[src/rtl/cpu_sequencer_pkg.sv]
// Shared types for the multi-cycle sequencer: state encoding and
// memory address-select codes.
package cpu_sequencer_pkg;

  typedef enum logic [2:0] {
    S_IDLE   = 3'd0,
    S_FETCH  = 3'd1,
    S_DECODE = 3'd2,
    S_ADDR   = 3'd3,
    S_EXEC   = 3'd4,
    S_MEM    = 3'd5,
    S_WB     = 3'd6,
    S_HALT   = 3'd7
  } state_t;

  localparam logic [1:0] ADDR_PC  = 2'd0;
  localparam logic [1:0] ADDR_DIR = 2'd1;
  localparam logic [1:0] ADDR_IND = 2'd2;

endpackage

[src/rtl/cpu_sequencer_if.sv]
// Shared memory-port handshake between the sequencer (master) and the
// memory (slave). mem_req is held until mem_ready completes the access.
interface cpu_sequencer_if;

  logic       mem_req;
  logic       mem_we;
  logic [1:0] mem_addr_sel;
  logic       mem_ready;

  modport master (
    output mem_req,
    output mem_we,
    output mem_addr_sel,
    input  mem_ready
  );

  modport slave (
    input  mem_req,
    input  mem_we,
    input  mem_addr_sel,
    output mem_ready
  );

endinterface

[src/rtl/cpu_sequencer_mem_watchdog.sv]
// Memory-wait watchdog: counts stalled request cycles, flags a timeout on the
// MEM_TIMEOUT-th consecutive stall and latches a sticky error.
module cpu_sequencer_mem_watchdog #(
  parameter int unsigned MEM_TIMEOUT = 15,
  parameter int unsigned CNT_W       = 4
) (
  input  logic clk,
  input  logic rst_n,
  input  logic mem_req,
  input  logic mem_ready,
  output logic timeout,
  output logic err
);

  logic [CNT_W-1:0] count_reg;
  logic             err_reg;
  logic             waiting;

  assign waiting = mem_req & ~mem_ready;

  // Fires on the stall cycle that would bring the count up to MEM_TIMEOUT.
  assign timeout = waiting && (count_reg == CNT_W'(MEM_TIMEOUT - 1));
  assign err     = err_reg;

  // Count clears whenever the request completes or is not asserted,
  // so a MEM->FETCH hand-over starts a fresh window.
  always_ff @(posedge clk or negedge rst_n) begin
    if (!rst_n) begin
      count_reg <= '0;
      err_reg   <= 1'b0;
    end else begin
      if (waiting) begin
        count_reg <= count_reg + CNT_W'(1);
      end else begin
        count_reg <= '0;
      end
      err_reg <= err_reg | timeout;
    end
  end

endmodule

[src/rtl/cpu_sequencer.sv]
// Multi-cycle instruction sequencer: fetch/decode/addr/exec/mem/wb control.
// Optional memory watchdog enabled by defining SEQ_WATCHDOG_EN.
module cpu_sequencer
  import cpu_sequencer_pkg::*;
#(
  parameter int unsigned MEM_TIMEOUT = 15,
  parameter int unsigned CNT_W       = 4
) (
  input  logic                   clk,
  input  logic                   rst_n,
  input  logic                   start,
  input  logic                   dec_mem_write,
  input  logic                   dec_reg_write,
  input  logic                   dec_alu_en,
  input  logic                   dec_jmp,
  input  logic                   dec_jmp_if,
  input  logic                   dec_load_imm,
  input  logic                   dec_load_ind,
  input  logic                   dec_store_ind,
  input  logic                   dec_mem_reg,
  input  logic                   dec_halt,
  input  logic                   alu_flag,
  cpu_sequencer_if.master        mem,
  output logic                   ir_load,
  output logic                   pc_inc,
  output logic                   pc_load,
  output logic                   mar_load,
  output logic                   alu_go,
  output logic                   reg_we,
  output logic                   halted,
  output logic                   err,
  output logic [2:0]             state
);

  state_t state_reg;
  state_t state_next;
  logic   timeout;
  logic   is_store;
  logic   is_ind;
  logic   unused_flags;

  if (MEM_TIMEOUT >= (1 << CNT_W)) begin : g_bad_cfg
    $error("MEM_TIMEOUT must be below 2**CNT_W");
  end

  assign is_store = dec_mem_write | dec_store_ind;
  assign is_ind   = dec_load_ind | dec_store_ind;
  assign state    = state_reg;

  // Register writes are always issued through WB, so the decoded flag is redundant.
  assign unused_flags = dec_reg_write;

`ifdef SEQ_WATCHDOG_EN
  cpu_sequencer_mem_watchdog #(
    .MEM_TIMEOUT (MEM_TIMEOUT),
    .CNT_W       (CNT_W)
  ) u_mem_watchdog (
    .clk       (clk),
    .rst_n     (rst_n),
    .mem_req   (mem.mem_req),
    .mem_ready (mem.mem_ready),
    .timeout   (timeout),
    .err       (err)
  );
`else
  assign timeout = 1'b0;
  assign err     = 1'b0;
`endif

  always_ff @(posedge clk or negedge rst_n) begin
    if (!rst_n) begin
      state_reg <= S_IDLE;
    end else begin
      state_reg <= state_next;
    end
  end

  always_comb begin
    state_next = state_reg;
    case (state_reg)
      S_IDLE: begin
        if (start) state_next = S_FETCH;
      end
      S_FETCH: begin
        if (timeout)            state_next = S_HALT;
        else if (mem.mem_ready) state_next = S_DECODE;
      end
      S_DECODE: begin
        if (dec_halt)                         state_next = S_HALT;
        else if (dec_jmp)                     state_next = S_FETCH;
        else if (is_ind)                      state_next = S_ADDR;
        else if (dec_mem_reg | dec_mem_write) state_next = S_MEM;
        else if (dec_alu_en)                  state_next = S_EXEC;
        else if (dec_load_imm)                state_next = S_WB;
        else                                  state_next = S_FETCH;
      end
      S_ADDR: state_next = S_MEM;
      S_EXEC: begin
        state_next = dec_jmp_if ? S_FETCH : S_WB;
      end
      S_MEM: begin
        if (timeout)            state_next = S_HALT;
        else if (mem.mem_ready) state_next = is_store ? S_FETCH : S_WB;
      end
      S_WB:    state_next = S_FETCH;
      S_HALT:  state_next = S_HALT;
      default: state_next = S_IDLE;
    endcase
  end

  always_comb begin
    mem.mem_req      = 1'b0;
    mem.mem_we       = 1'b0;
    mem.mem_addr_sel = ADDR_PC;
    ir_load          = 1'b0;
    pc_inc           = 1'b0;
    pc_load          = 1'b0;
    mar_load         = 1'b0;
    alu_go           = 1'b0;
    reg_we           = 1'b0;
    halted           = 1'b0;
    case (state_reg)
      S_FETCH: begin
        mem.mem_req = 1'b1;
        ir_load     = mem.mem_ready;
        pc_inc      = mem.mem_ready;
      end
      S_DECODE: begin
        pc_load = ~dec_halt & dec_jmp;
      end
      S_ADDR: begin
        mar_load = 1'b1;
      end
      S_EXEC: begin
        alu_go  = 1'b1;
        pc_load = dec_jmp_if & alu_flag;
      end
      S_MEM: begin
        mem.mem_req      = 1'b1;
        mem.mem_we       = is_store;
        mem.mem_addr_sel = is_ind ? ADDR_IND : ADDR_DIR;
      end
      S_WB: begin
        reg_we = 1'b1;
      end
      S_HALT: begin
        halted = 1'b1;
      end
      default: begin
      end
    endcase
  end

endmodule

[src/flat_wrapper.sv]
// flat-port wrapper written by rule: the top's interface ports become plain ports
module cpu_sequencer_flat import cpu_sequencer_pkg::*;
#(
  parameter int unsigned MEM_TIMEOUT = 15,
  parameter int unsigned CNT_W       = 4
)
  (clk, rst_n, start, dec_mem_write, dec_reg_write, dec_alu_en, dec_jmp, dec_jmp_if, dec_load_imm, dec_load_ind, dec_store_ind, dec_mem_reg, dec_halt, alu_flag, ir_load, pc_inc, pc_load, mar_load, alu_go, reg_we, halted, err, state, mem_mem_req, mem_mem_we, mem_mem_addr_sel, mem_mem_ready);
  cpu_sequencer_if mem_i ();
  input  logic clk;
  input  logic rst_n;
  input  logic start;
  input  logic dec_mem_write;
  input  logic dec_reg_write;
  input  logic dec_alu_en;
  input  logic dec_jmp;
  input  logic dec_jmp_if;
  input  logic dec_load_imm;
  input  logic dec_load_ind;
  input  logic dec_store_ind;
  input  logic dec_mem_reg;
  input  logic dec_halt;
  input  logic alu_flag;
  output logic ir_load;
  output logic pc_inc;
  output logic pc_load;
  output logic mar_load;
  output logic alu_go;
  output logic reg_we;
  output logic halted;
  output logic err;
  output logic [2:0] state;
  output wire logic [$bits(mem_i.mem_req)-1:0] mem_mem_req;
  output wire logic [$bits(mem_i.mem_we)-1:0] mem_mem_we;
  output wire logic [$bits(mem_i.mem_addr_sel)-1:0] mem_mem_addr_sel;
  input wire logic [$bits(mem_i.mem_ready)-1:0] mem_mem_ready;
  assign mem_mem_req = mem_i.mem_req;
  assign mem_mem_we = mem_i.mem_we;
  assign mem_mem_addr_sel = mem_i.mem_addr_sel;
  assign mem_i.mem_ready = mem_mem_ready;
  cpu_sequencer #(.MEM_TIMEOUT(MEM_TIMEOUT), .CNT_W(CNT_W)) u_core (.clk(clk), .rst_n(rst_n), .start(start), .dec_mem_write(dec_mem_write), .dec_reg_write(dec_reg_write), .dec_alu_en(dec_alu_en), .dec_jmp(dec_jmp), .dec_jmp_if(dec_jmp_if), .dec_load_imm(dec_load_imm), .dec_load_ind(dec_load_ind), .dec_store_ind(dec_store_ind), .dec_mem_reg(dec_mem_reg), .dec_halt(dec_halt), .alu_flag(alu_flag), .mem(mem_i), .ir_load(ir_load), .pc_inc(pc_inc), .pc_load(pc_load), .mar_load(mar_load), .alu_go(alu_go), .reg_we(reg_we), .halted(halted), .err(err), .state(state));
endmodule
[config.mk]
export PLATFORM = sky130hd
export DESIGN_NAME = cpu_sequencer_flat
export DESIGN_NICKNAME = d
export VERILOG_FILES = /design/src/rtl/cpu_sequencer_pkg.sv /design/src/rtl/cpu_sequencer_if.sv /design/src/rtl/cpu_sequencer_mem_watchdog.sv /design/src/rtl/cpu_sequencer.sv /design/src/flat_wrapper.sv
export SDC_FILE = /design/constraint.sdc
export NUM_CORES = 1
export LEC_CHECK = 0
export ABC_AREA = 1
export CAP_MARGIN = 5
export CORE_AREA = 5 5 42 44
export CTS_CLUSTER_SIZE = 24
export DETAILED_ROUTE_END_ITERATION = 10
export DIE_AREA = 0 0 47 49
export GPL_ROUTABILITY_DRIVEN = 0
export HOLD_SLACK_MARGIN = 0.06
export PLACE_DENSITY_LB_ADDON = 0.25
export SETUP_SLACK_MARGIN = 0.3
export SYNTH_ARGS = -nofsm -noshare
export SYNTH_HDL_FRONTEND = slang
export SYNTH_SLANG_ARGS = --single-unit
[constraint.sdc]
create_clock -name clk -period 1.59 [get_ports clk]
set_input_delay 0.2385 -clock clk [delete_from_list [all_inputs] [get_ports clk]]
set_output_delay 0.2385 -clock clk [all_outputs]
set_load 0.01 [all_outputs]
# Word-level counts from Yosys, hierarchy flattened
# Cells that the tools add are included.
# totals
regBits,3
latchBits,0
mem_bits_rw,0
romBits,0
out_inout_bits,15
word_cells,42
mem_count,0
# op_classes
n_addsub,0
mul,0
div_mod_pow,0
magnitude_cmp,0
n_eq_ne,10
shifts,0
muxes,22
bitwise,6
n_reduce_logical,3
# ops
cell,count
two-way mux 3 bit,11
case mux 3 bit (8 select lines),1
"== test 3 bit, second input constant",4
two-way mux 1 bit,7
"== test 3 x 2 -> 1 bit, second input constant",2
"!= test 2 bit, second input constant",3
two-way mux 2 bit,2
"== test 3 x 1 -> 1 bit, second input constant",1
zero test 3 bit,1
bitwise OR 1 bit,3
AND reduction 3 bit,1
bitwise AND 1 bit,2
case mux 1 bit (2 select lines),1
OR reduction 2 bit,1
NOT 1 bit,1

# Logic depth before layout (Yosys ltp)
# depth
depth_word,7
ltp_mapped,9
ltp_nobuf,9

# Worst setup path before layout
# No wires, ideal clock.
# synth_path
path_kind,reg-to-output
start,"register u_core.state_reg[1], in the netlist u_core.state[1]"
end,output pc_inc
arrival_ns,1.201
required_ns,1.351
slack_ns,0.150
stages_incl_launch_ff,7
path_buffers,1
path_cell_list,dfrtp_1 > inv_2 > nand2_2 > inv_1 > nand2_1 > nor2_1 > buf_4
# synth_between
elab_chain_len,2
# synth_lines
element,line,source
start: declaration,cpu_sequencer.sv:35,state_t state_reg;
start signal: assignment,cpu_sequencer.sv:74,state_reg <= state_next;
== test 3 x 1 -> 1 bit,--,
two-way mux 1 bit,--,
end: declaration,flat_wrapper.sv:24,output logic pc_inc;
# Every way passes these cells.

# Final worst setup path
# layout_path
start,"register u_core.state_reg[0], in the netlist u_core.state[0]"
end,output pc_load
# layout_between
elab_chain_len,2
elab_cells_between_ends,3
classes_between,eq/ne: 2; mux: 1
# layout_lines
element,line,source
== test 3 bit / == test 3 x 2 -> 1 bit (equally long branches),cpu_sequencer.sv:122,case (state_reg)
case mux 1 bit (2 select lines) *,cpu_sequencer.sv:122,
end: declaration,flat_wrapper.sv:25,output logic pc_load;
# Mark *: on every way between the ends. The rest lies on a longest branch, timed or not.

==> impl_metrics.env <==
export IMPL_outcome="finished, final reports clean"
export IMPL_chipWidth_um=47
export IMPL_synth_xor_area_share_pct=0
export IMPL_finClkSkew_ns=0.00583
export IMPL_final_common_cell="buf_4"
export IMPL_hold_viol_final=0
export IMPL_reg2regPathDepth=9
export IMPL_die_h_um=49
export IMPL_core_area_um2=1400
export IMPL_fmax_ghz=0.664
export IMPL_antenna_found_initial=0
export IMPL_drt_wl_total_um=1690
export IMPL_postLayoutCellArea_um2=986
export IMPL_grt_pass1_vias=602
export IMPL_cts_made_buffers=3
export IMPL_p_clk_share_pct=9.1
export IMPL_yosysWarnings=0
export IMPL_dpl_cell_count=139
export IMPL_slew_viol_final=0
export IMPL_final_cell_mix="20 x buf_4, 18 x nand2_1, 13 x inv_1, 13 x clkdlybuf4s50_1, 12 x buf_6"
export IMPL_drc=0
export IMPL_power_switching_w=0.000635
export IMPL_portBuffers=27
export IMPL_drt_wirelength_per_cell_um=11.0
export IMPL_required_ns=1.35
export IMPL_critical_path_class="reg2out"
export IMPL_clk_pin_slew_ns=0.04
export IMPL_synthTopCellsByArea="nand2_1 20%, dfrtp_1 18%, inv_1 15%"
export IMPL_clock_latency_ns=0.23
export IMPL_rsz0062_at_grt="true"
export IMPL_ys_seq_area_share_pct=17.8
export IMPL_postSynthCellCount=80
export IMPL_ctsHtreeMaxLevel=1
export IMPL_power_w=0.00147
export IMPL_rrSetupSlack_ns=0.19
export IMPL_synth_fp_nets=95
export IMPL_synth_top_area_share_pct=19.6
export IMPL_synthSimpleGateAreaFrac_pct=54.0
export IMPL_p_seq_share_pct=11.4
export IMPL_period_share_pct=94.7
export IMPL_root_buffer="clkbuf_4"
export IMPL_p_comb_share_pct=79.5
export IMPL_muxShareOfSynthArea_pct=0
export IMPL_hpwl_um=1310
export IMPL_power_density_nw_per_um2=1490
export IMPL_ys_types=18
export IMPL_first_iter_violations=13
export IMPL_overflow=0
export IMPL_cts_tree="yes"
export IMPL_max_cap_violations=0
export IMPL_vias=687
export IMPL_synth_area_per_cell_um2=5.27
export IMPL_arrival_ns=1.27
export IMPL_p_leak_nw=0.573
export IMPL_cts_sinks=3
export IMPL_synth_compound_area_share_pct=5.93
export IMPL_ir_worst_vdd_mv=0.990
export IMPL_boundaryPins=30
export IMPL_synth_seq_cells=3
export IMPL_drive_above_1_share_pct=50.0
export IMPL_postCtsHoldBufs=0
export IMPL_die_area_um2=2300
export IMPL_stdcell_count=154
export IMPL_n_antenna_cell=0
export IMPL_fin_crit_ns=1.51
export IMPL_syn_cell_area_um2=422
export IMPL_synth_area_leader_cell="nand2_1"
export IMPL_switching_share_pct=43.1
export IMPL_vias_per_cell=4.46
export IMPL_crit_fanout=4
export IMPL_start_util_pct=30.1
export IMPL_crit_path_end_kind="output pin"
export IMPL_syn_to_final_growth_pct=134
export IMPL_synth_top_family_by_area="simple AND/OR/NAND/NOR gates"
export IMPL_synth_fa_ha_area_share_pct=0
export IMPL_grt_use_total_pct=13.9
export IMPL_grt_max_degree=7
export IMPL_grt_pass1_wl_um=2410
export IMPL_intPower_w=0.000837
export IMPL_cts_buffer_depth=2
export IMPL_hp_class="in2async"
export IMPL_final_net_count=154
export IMPL_drtPass1Iterations=4
export IMPL_num_rows=14
export IMPL_placed_cell_area_um2=841
export IMPL_final_antenna_net_count=0
export IMPL_largest_reg_flops=3
export IMPL_setup_viol=0
export IMPL_startpoint_type="flip-flop"
-- worst max-delay path, cell delays in order (launching register included) --
cell and delay [ns]:
dfrtp_2 0.44, nor3_2 0.19, nand3_1 0.15, o31ai_2 0.09
buf_2 0.17
-- synth_stat cells, drive strengths merged --
| master | n |
|---|---|
| a21boi | 1 |
| a21oi | 1 |
| buf | 2 |
| conb | 1 |
| dfrtp | 3 |
| inv | 20 |
| nand2 | 26 |
| nand3 | 6 |
| nand4 | 2 |
| nor2 | 13 |
| nor3 | 2 |
| o21ai | 1 |
| o31ai | 1 |
| or2 | 1 |
-- stage by stage --
stage	hold WS, ns	setup TNS [ns]	util [%]	setup slack [ns]
floorplan	-0.0571	0	-	0.232
global placement	0.428	-0.684	60.0	-0.202
detailed placement	0.432	-0.785	60.0	-0.273
CTS	0.181	0	64.2	0.0816
global route	0.181	0	70.4	0.00923
finish	0.182	0	70.4	0.0844
-- power groups by stage --
| stage | Clock [W] | Combinational [W] | Sequential [W] |
|---|---|---|---|
| 6_report | 0.000134 | 0.00117 | 0.000168 |
| 5_1_grt | 0.000148 | 0.00126 | 0.000175 |
| 4_1_cts | 0.000139 | 0.000972 | 0.000168 |
| 3_5_place_dp | 0 | 0.000865 | 0.000162 |
| 3_3_place_gp | 0 | 0.000843 | 0.000162 |
| 2_1_floorplan | 0 | 0.000360 | 0.000185 |
-- cells by family after synthesis --
logic type | after synthesis
simple gates | 50
flops | 3
buf+inv | 22
compound gates | 4
other cells | 1
-- layout make-up --
class / count / area, um^2
clock buffer: 4 / 26.3
fill: 127 / 415
inverter: 20 / 77.6
multi-input combinational: 55 / 309
sequential: 3 / 77.6
tap: 16 / 20.0
timing repair buffer: 56 / 475
-- path summary, 6_finish.rpt --
check	start	endpoint
hold reg to reg	u_core.state[2]	u_core.state[1]
min in group clk	dec_halt	u_core.state[1]
max in group asynchronous	rst_n	u_core.state[1]
setup reg to reg	u_core.state[1]	u_core.state[2]
setup / recovery	u_core.state[0]	pc_load
hold / removal	rst_n	u_core.state[2]
-- metal layers --
metal,GRT usage (%),vias up,wire length (um),share of wire (%)
met5,0,-,0,0
met4,4.15,0,16,0.95
met3,3.32,2,58,3.4
met2,26.2,12,945,56
met1,13.9,323,667,40
li1,-,350,-,-
-- what timing repair did --
item | in CTS | in global routing
resized for setup | 67 | 15
endpoints found under the setup margin | 14 | 16
buffers inserted | 5 | 6
pin swaps | 4 | 9
Note: power is estimated with default switching activity, not from simulation.
